--- src/rtl/uart_pkg.sv ---
// Shared UART definitions: FSM state encoding and frame constants used by
// both the receive and transmit paths.
package uart_pkg;

  localparam int OVERSAMPLE_DEFAULT = 16;
  localparam int DATA_BITS          = 8;
  localparam int STOP_BITS          = 1;

  typedef enum logic [1:0] {
    ST_IDLE  = 2'd0,
    ST_START = 2'd1,
    ST_DATA  = 2'd2,
    ST_STOP  = 2'd3
  } uart_state_e;

endpackage

--- src/rtl/uart_rx_sync.sv ---
// Two-flop synchroniser for an asynchronous input pin; both flops reset to
// RESET_VAL so an idle-high line does not look like an edge after reset.
module uart_rx_sync #(
  parameter logic RESET_VAL = 1'b1
) (
  input  logic clk_50m,
  input  logic reset_n,
  input  logic async_i,
  output logic sync_o
);

  logic meta_q;
  logic sync_q;

  // NOTE: sequential state uses non-blocking assignments so every flop samples
  // the pre-edge value of its source, giving a true two-stage pipeline.
  always_ff @(posedge clk_50m or negedge reset_n) begin
    if (!reset_n) begin
      meta_q <= RESET_VAL;
      sync_q <= RESET_VAL;
    end else begin
      meta_q <= async_i;
      sync_q <= meta_q;
    end
  end

  assign sync_o = sync_q;

endmodule

--- src/rtl/uart_receiver.sv ---
// 8N1 UART receiver: oversampled start detection, 2-of-3 majority vote per bit,
// sticky rdy/overrun flags cleared by rdy_clr, one-cycle frame_err pulse.
module uart_receiver
  import uart_pkg::*;
#(
  parameter int OVERSAMPLE = OVERSAMPLE_DEFAULT
) (
  input  logic       clk_50m,
  input  logic       reset_n,
  input  logic       clken,
  input  logic       rx,
  input  logic       rdy_clr,
  output logic [7:0] data,
  output logic       rdy,
  output logic       overrun,
  output logic       frame_err,
  output logic       rx_busy
);

  localparam int MID = OVERSAMPLE / 2;
  localparam int SW  = $clog2(OVERSAMPLE);
  localparam int BW  = $clog2(DATA_BITS);

  localparam logic [SW-1:0] SC_LO    = SW'(MID - 2);
  localparam logic [SW-1:0] SC_CTR   = SW'(MID - 1);
  localparam logic [SW-1:0] SC_HI    = SW'(MID);
  localparam logic [SW-1:0] SC_LAST  = SW'(OVERSAMPLE - 1);
  localparam logic [BW-1:0] LAST_BIT = BW'(DATA_BITS - 1);

  uart_state_e          state_q;
  logic [SW-1:0]        scnt_q;
  logic [BW-1:0]        bitpos_q;
  logic [DATA_BITS-1:0] shreg_q;
  logic [2:0]           samp_q;
  logic [7:0]           data_q;
  logic                 rdy_q;
  logic                 overrun_q;
  logic                 frame_err_q;

  logic rx_s;
  logic data_vote;
  logic stop_vote;
  logic byte_done;

  uart_rx_sync #(.RESET_VAL(1'b1)) u_rx_sync (
    .clk_50m (clk_50m),
    .reset_n (reset_n),
    .async_i (rx),
    .sync_o  (rx_s)
  );

  // The stop decision is taken on the third sample tick itself, so the live
  // rx_s stands in for the third stored sample.
  assign data_vote = (samp_q[0] & samp_q[1]) | (samp_q[0] & samp_q[2]) | (samp_q[1] & samp_q[2]);
  assign stop_vote = (samp_q[0] & samp_q[1]) | (samp_q[0] & rx_s) | (samp_q[1] & rx_s);
  assign byte_done = clken && (state_q == ST_STOP) && (scnt_q == SC_HI) && stop_vote;

  always_ff @(posedge clk_50m or negedge reset_n) begin
    if (!reset_n) begin
      // NOTE: the shift register and sample flops are reset along with the
      // control state so an abandoned frame leaves nothing behind.
      state_q     <= ST_IDLE;
      scnt_q      <= '0;
      bitpos_q    <= '0;
      shreg_q     <= '0;
      samp_q      <= '1;
      data_q      <= '0;
      rdy_q       <= 1'b0;
      overrun_q   <= 1'b0;
      frame_err_q <= 1'b0;
    end else begin
      frame_err_q <= 1'b0;

      if (rdy_clr) begin
        rdy_q <= 1'b0;
        if (!byte_done) overrun_q <= 1'b0;
      end

      if (clken) begin
        if (state_q == ST_DATA || state_q == ST_STOP) begin
          if (scnt_q == SC_LO)  samp_q[0] <= rx_s;
          if (scnt_q == SC_CTR) samp_q[1] <= rx_s;
          if (scnt_q == SC_HI)  samp_q[2] <= rx_s;
        end

        case (state_q)
          ST_IDLE: begin
            if (!rx_s) begin
              state_q  <= ST_START;
              scnt_q   <= '0;
              bitpos_q <= '0;
            end
          end

          // Start bit is confirmed at its centre, then counted out to its end
          // so DATA windows start on bit boundaries and samples land mid-bit.
          ST_START: begin
            if (scnt_q == SC_CTR && rx_s) begin
              state_q <= ST_IDLE;
            end else if (scnt_q == SC_LAST) begin
              scnt_q  <= '0;
              state_q <= ST_DATA;
            end else begin
              scnt_q <= scnt_q + SW'(1);
            end
          end

          ST_DATA: begin
            if (scnt_q == SC_LAST) begin
              shreg_q[bitpos_q] <= data_vote;
              scnt_q            <= '0;
              if (bitpos_q == LAST_BIT) state_q <= ST_STOP;
              else                      bitpos_q <= bitpos_q + BW'(1);
            end else begin
              scnt_q <= scnt_q + SW'(1);
            end
          end

          ST_STOP: begin
            if (scnt_q == SC_HI) begin
              state_q <= ST_IDLE;
              if (stop_vote) begin
                data_q <= shreg_q;
                rdy_q  <= 1'b1;
                if (rdy_q && !rdy_clr) overrun_q <= 1'b1;
              end else begin
                frame_err_q <= 1'b1;
              end
            end else begin
              scnt_q <= scnt_q + SW'(1);
            end
          end

          default: state_q <= ST_IDLE;
        endcase
      end
    end
  end

  assign data      = data_q;
  assign rdy       = rdy_q;
  assign overrun   = overrun_q;
  assign frame_err = frame_err_q;
  assign rx_busy   = (state_q != ST_IDLE);

endmodule

--- config.mk ---
export PLATFORM = sky130hd
export DESIGN_NAME = uart_receiver
export DESIGN_NICKNAME = d
export VERILOG_FILES = /design/src/rtl/uart_pkg.sv /design/src/rtl/uart_rx_sync.sv /design/src/rtl/uart_receiver.sv
export SDC_FILE = /design/constraint.sdc
export NUM_CORES = 1
export LEC_CHECK = 0
export ABC_AREA = 1
export BUFFER_PORTS_ARGS = -buffer_cell sky130_fd_sc_hd__buf_2
export CAP_MARGIN = 20
export CORE_ASPECT_RATIO = 2
export CORE_MARGIN = 4
export CORE_UTILIZATION = 45
export DETAILED_ROUTE_END_ITERATION = 16
export GPL_ROUTABILITY_DRIVEN = 1
export MAX_ROUTING_LAYER = met4
export SLEW_MARGIN = 15
export SYNTH_ARGS = -nofsm -noshare
export SYNTH_HDL_FRONTEND = slang
export SYNTH_SLANG_ARGS = --single-unit
--- constraint.sdc ---
create_clock -name clk_50m -period 1.5 [get_ports clk_50m]
set_input_delay 0 -clock clk_50m [delete_from_list [all_inputs] [get_ports clk_50m]]
set_output_delay 0 -clock clk_50m [all_outputs]
set_load 0.05 [all_outputs]
==> reports/results.ini <==
[sta]
setup_violations=0
final-max-slew-violation-count=0
fin_crit_sh_pct=94.6
period_minus_slack_ns=1.42
hold_viol=0
worst_slew_pin_slew_ns=0.734
max_freq_ghz=0.705
skew_ns=0.00525
slew_headroom_pct=51.1
final.setup.tns_ns=0
holdWs_ns=0.139
setup_slack_ns=0.0817

[logic_synthesis]
synthTopCellsByArea=dfrtp_1 41%, nand2_1 12%, dfstp_2 7.6%
syn_inst=199
synth_top_cells_by_count=53 x nand2_1, 28 x dfrtp_1, 24 x inv_1
ys_seq_elements=33
ys.flop_type=dfrtp_1
synth-edff-count=0
syn_area_per_cell_um2=8.66
yosys.cell_count.top_type=nand2_1
synth_cell_types=26
yosysSeqAreaShare_pct=48.3
yosys_warnings=0
yosys.area.top_type_share_pct=40.7
synth_top_cell_by_area=dfrtp_1
postSynth.asyncResetShare_pct=100
synth_area_um2=1720
syn-num-nets=214

[worst_setup_path]
path_common_cell=buf_4
crit_chain=buf_4 > buf_4 > ha_1 > nand4_1 > nand3_4 > nand2_1 > o21ai_1
reg2reg_depth=7
r2r_start=state_q[0]
crit_type=flip-flop to flip-flop
reg2reg_to=scnt_q[2]
critPathMaxStageDelay_ns=0.41
arrival_ns=1.58
cpMaxStageDelayCell=dfrtp_1
cp-startpoint=state_q[0]
crit_path_end_kind=flip-flop
cp-start-kind=flip-flop
path_max_fanout=8
required_ns=1.66
regToRegSetupSlack_ns=0.08
crit_end=scnt_q[2]

[route]
drt-total-wl_um=3680
route.detailed.drc=0
drt-initial-drc-count=14
ant_nets=0
route.vias.total=1417
detail_route.wl_per_cell_um=12.7
via_per_inst=4.90
first_pass_iters=4

[power]
power_mw=2.24
ir_drop_mv=0.836
leakagePower_nw=1.06
pwr_density_cell_nw_per_um2=1030

[place]
place_area_um2=1920
dp_hpwl_um=2740
placedCellCount=270
gp_congestion=0.869
pre_cts_slack_ns=-0.0622
io_buffers=16

[hold_path]
min_path_type=input pin to flip-flop

[die]
dieWidth_um=51.8
dieArea_um2=4940
core_um2=3650
start_util_pct=47.3
num_io_pins=17
row_count=31
chipHeight_um=95.5

[global_routing]
grt_pass1_wl_um=6440
grt_pass1_vias=1496
grt_overflow=0
grt_max_degree=34
antenna_found_initial=0
grtUsageTotal_pct=17.8

[cells_and_area]
area_growth_pct=26.2
drive_gt1_share_pct=31.3
nets=254
final_area_um2=2170
postLayoutCoreUtil_pct=59.6
antenna_cells=0
layout.cells.non_filler=289

[clock_network]
clock_path_buffers=2
cts_root_buf=clkbuf_8
clkSinkCount=33
cts_buffers=5
insertion_delay_ns=0.28
cts_tree=built
clk_pin_slew_worst_paths_ns=0.07
htreeDepth=2

[job]
maxCapViolCount=0

[run_status]
status=finished, final reports clean

[registers in the layout, indices dropped and copies added (netlist names), named ones only]
name              count
bitpos_q              3
data                  8
frame_err             1
overrun               1
rdy                   1
samp_q                3
scnt_q                4
shreg_q               8
state_q               1
u_rx_sync.meta_q      1
u_rx_sync.sync_o      1
[metal layers]
metal	global-route usage (%)	wire, um	up-vias
li1	-	-	725
met1	16.7	1360	647
met2	32.8	2090	34
met3	3.29	105	11
met4	9.41	126	0
met5	-	0	-
[power breakdown]
group	internal, mW	switching [mW]	leakage, nW	total, mW
Sequential	0.930	0.0466	0.435	0.977
Combinational	0.270	0.363	0.580	0.633
Clock	0.325	0.306	0.0422	0.631
[worst min-delay path by stage]
stage                  from   endpoint  slack [ns]  cells after the start
global route          clken  samp_q[1]        0.17                      3
finish                clken  samp_q[1]        0.14                      3
detailed placement  reset_n    overrun        0.11                      1
global placement    reset_n        rdy        0.09                      1
CTS                   clken  frame_err        0.11                      3
floorplan           reset_n  async pin       -0.30                      0
[area by class of cell]
class                   instances  area, um2
multi-input cells             139        860
flip-flops and latches         33        837
well taps                      49       61.3
clock buffers                   7       76.3
clock inverters                 1       5.00
fillers                       351       1470
inverters                      26        100
repair buffers                 34        235
[placed cells by master (no fill, tap or decap), types with 3 or more instances in the layout]
cell type and count:
a21oi_1 3, dlygate4sd3_1 3, ha_4 4, inv_1 20, inv_2 4, nand2_2 5, buf_4 14, clkbuf_8 5
o21ai_0 7, dfrtp_2 4, dfrtp_1 24, buf_2 16, dfstp_2 5, nor2_1 8, nor2_4 4, nand3_1 19
nand4_1 4, nand2_1 51, ha_1 5, o21ai_1 15
[critical path: cells and delay by family (launching register included)]
kind	cells	cell delay, ns
flops	1	0.41
simple gates	3	0.33
buf+inv	2	0.27
fa+ha+maj	1	0.22
compound gates	1	0.07
[kinds of logic (layout without fill, tap and decap cells)]
logic type,count (synthesis),count (layout),synth area share [%]
compound gates,30,30,9.66
fa+ha+maj,10,10,7.26
buf+inv,27,68,6.32
flops,33,33,48.3
simple gates,99,99,28.5
[repair_timing]
action,in CTS,in global routing
gates resized for setup,2,22
pin swaps,1,6
hold endpoints to repair,31,0
endpoints found under the setup margin,8,27
hold buffers,3,0
setup buffers,2,6
No activity file was read; power rests on OpenSTA's default activity.
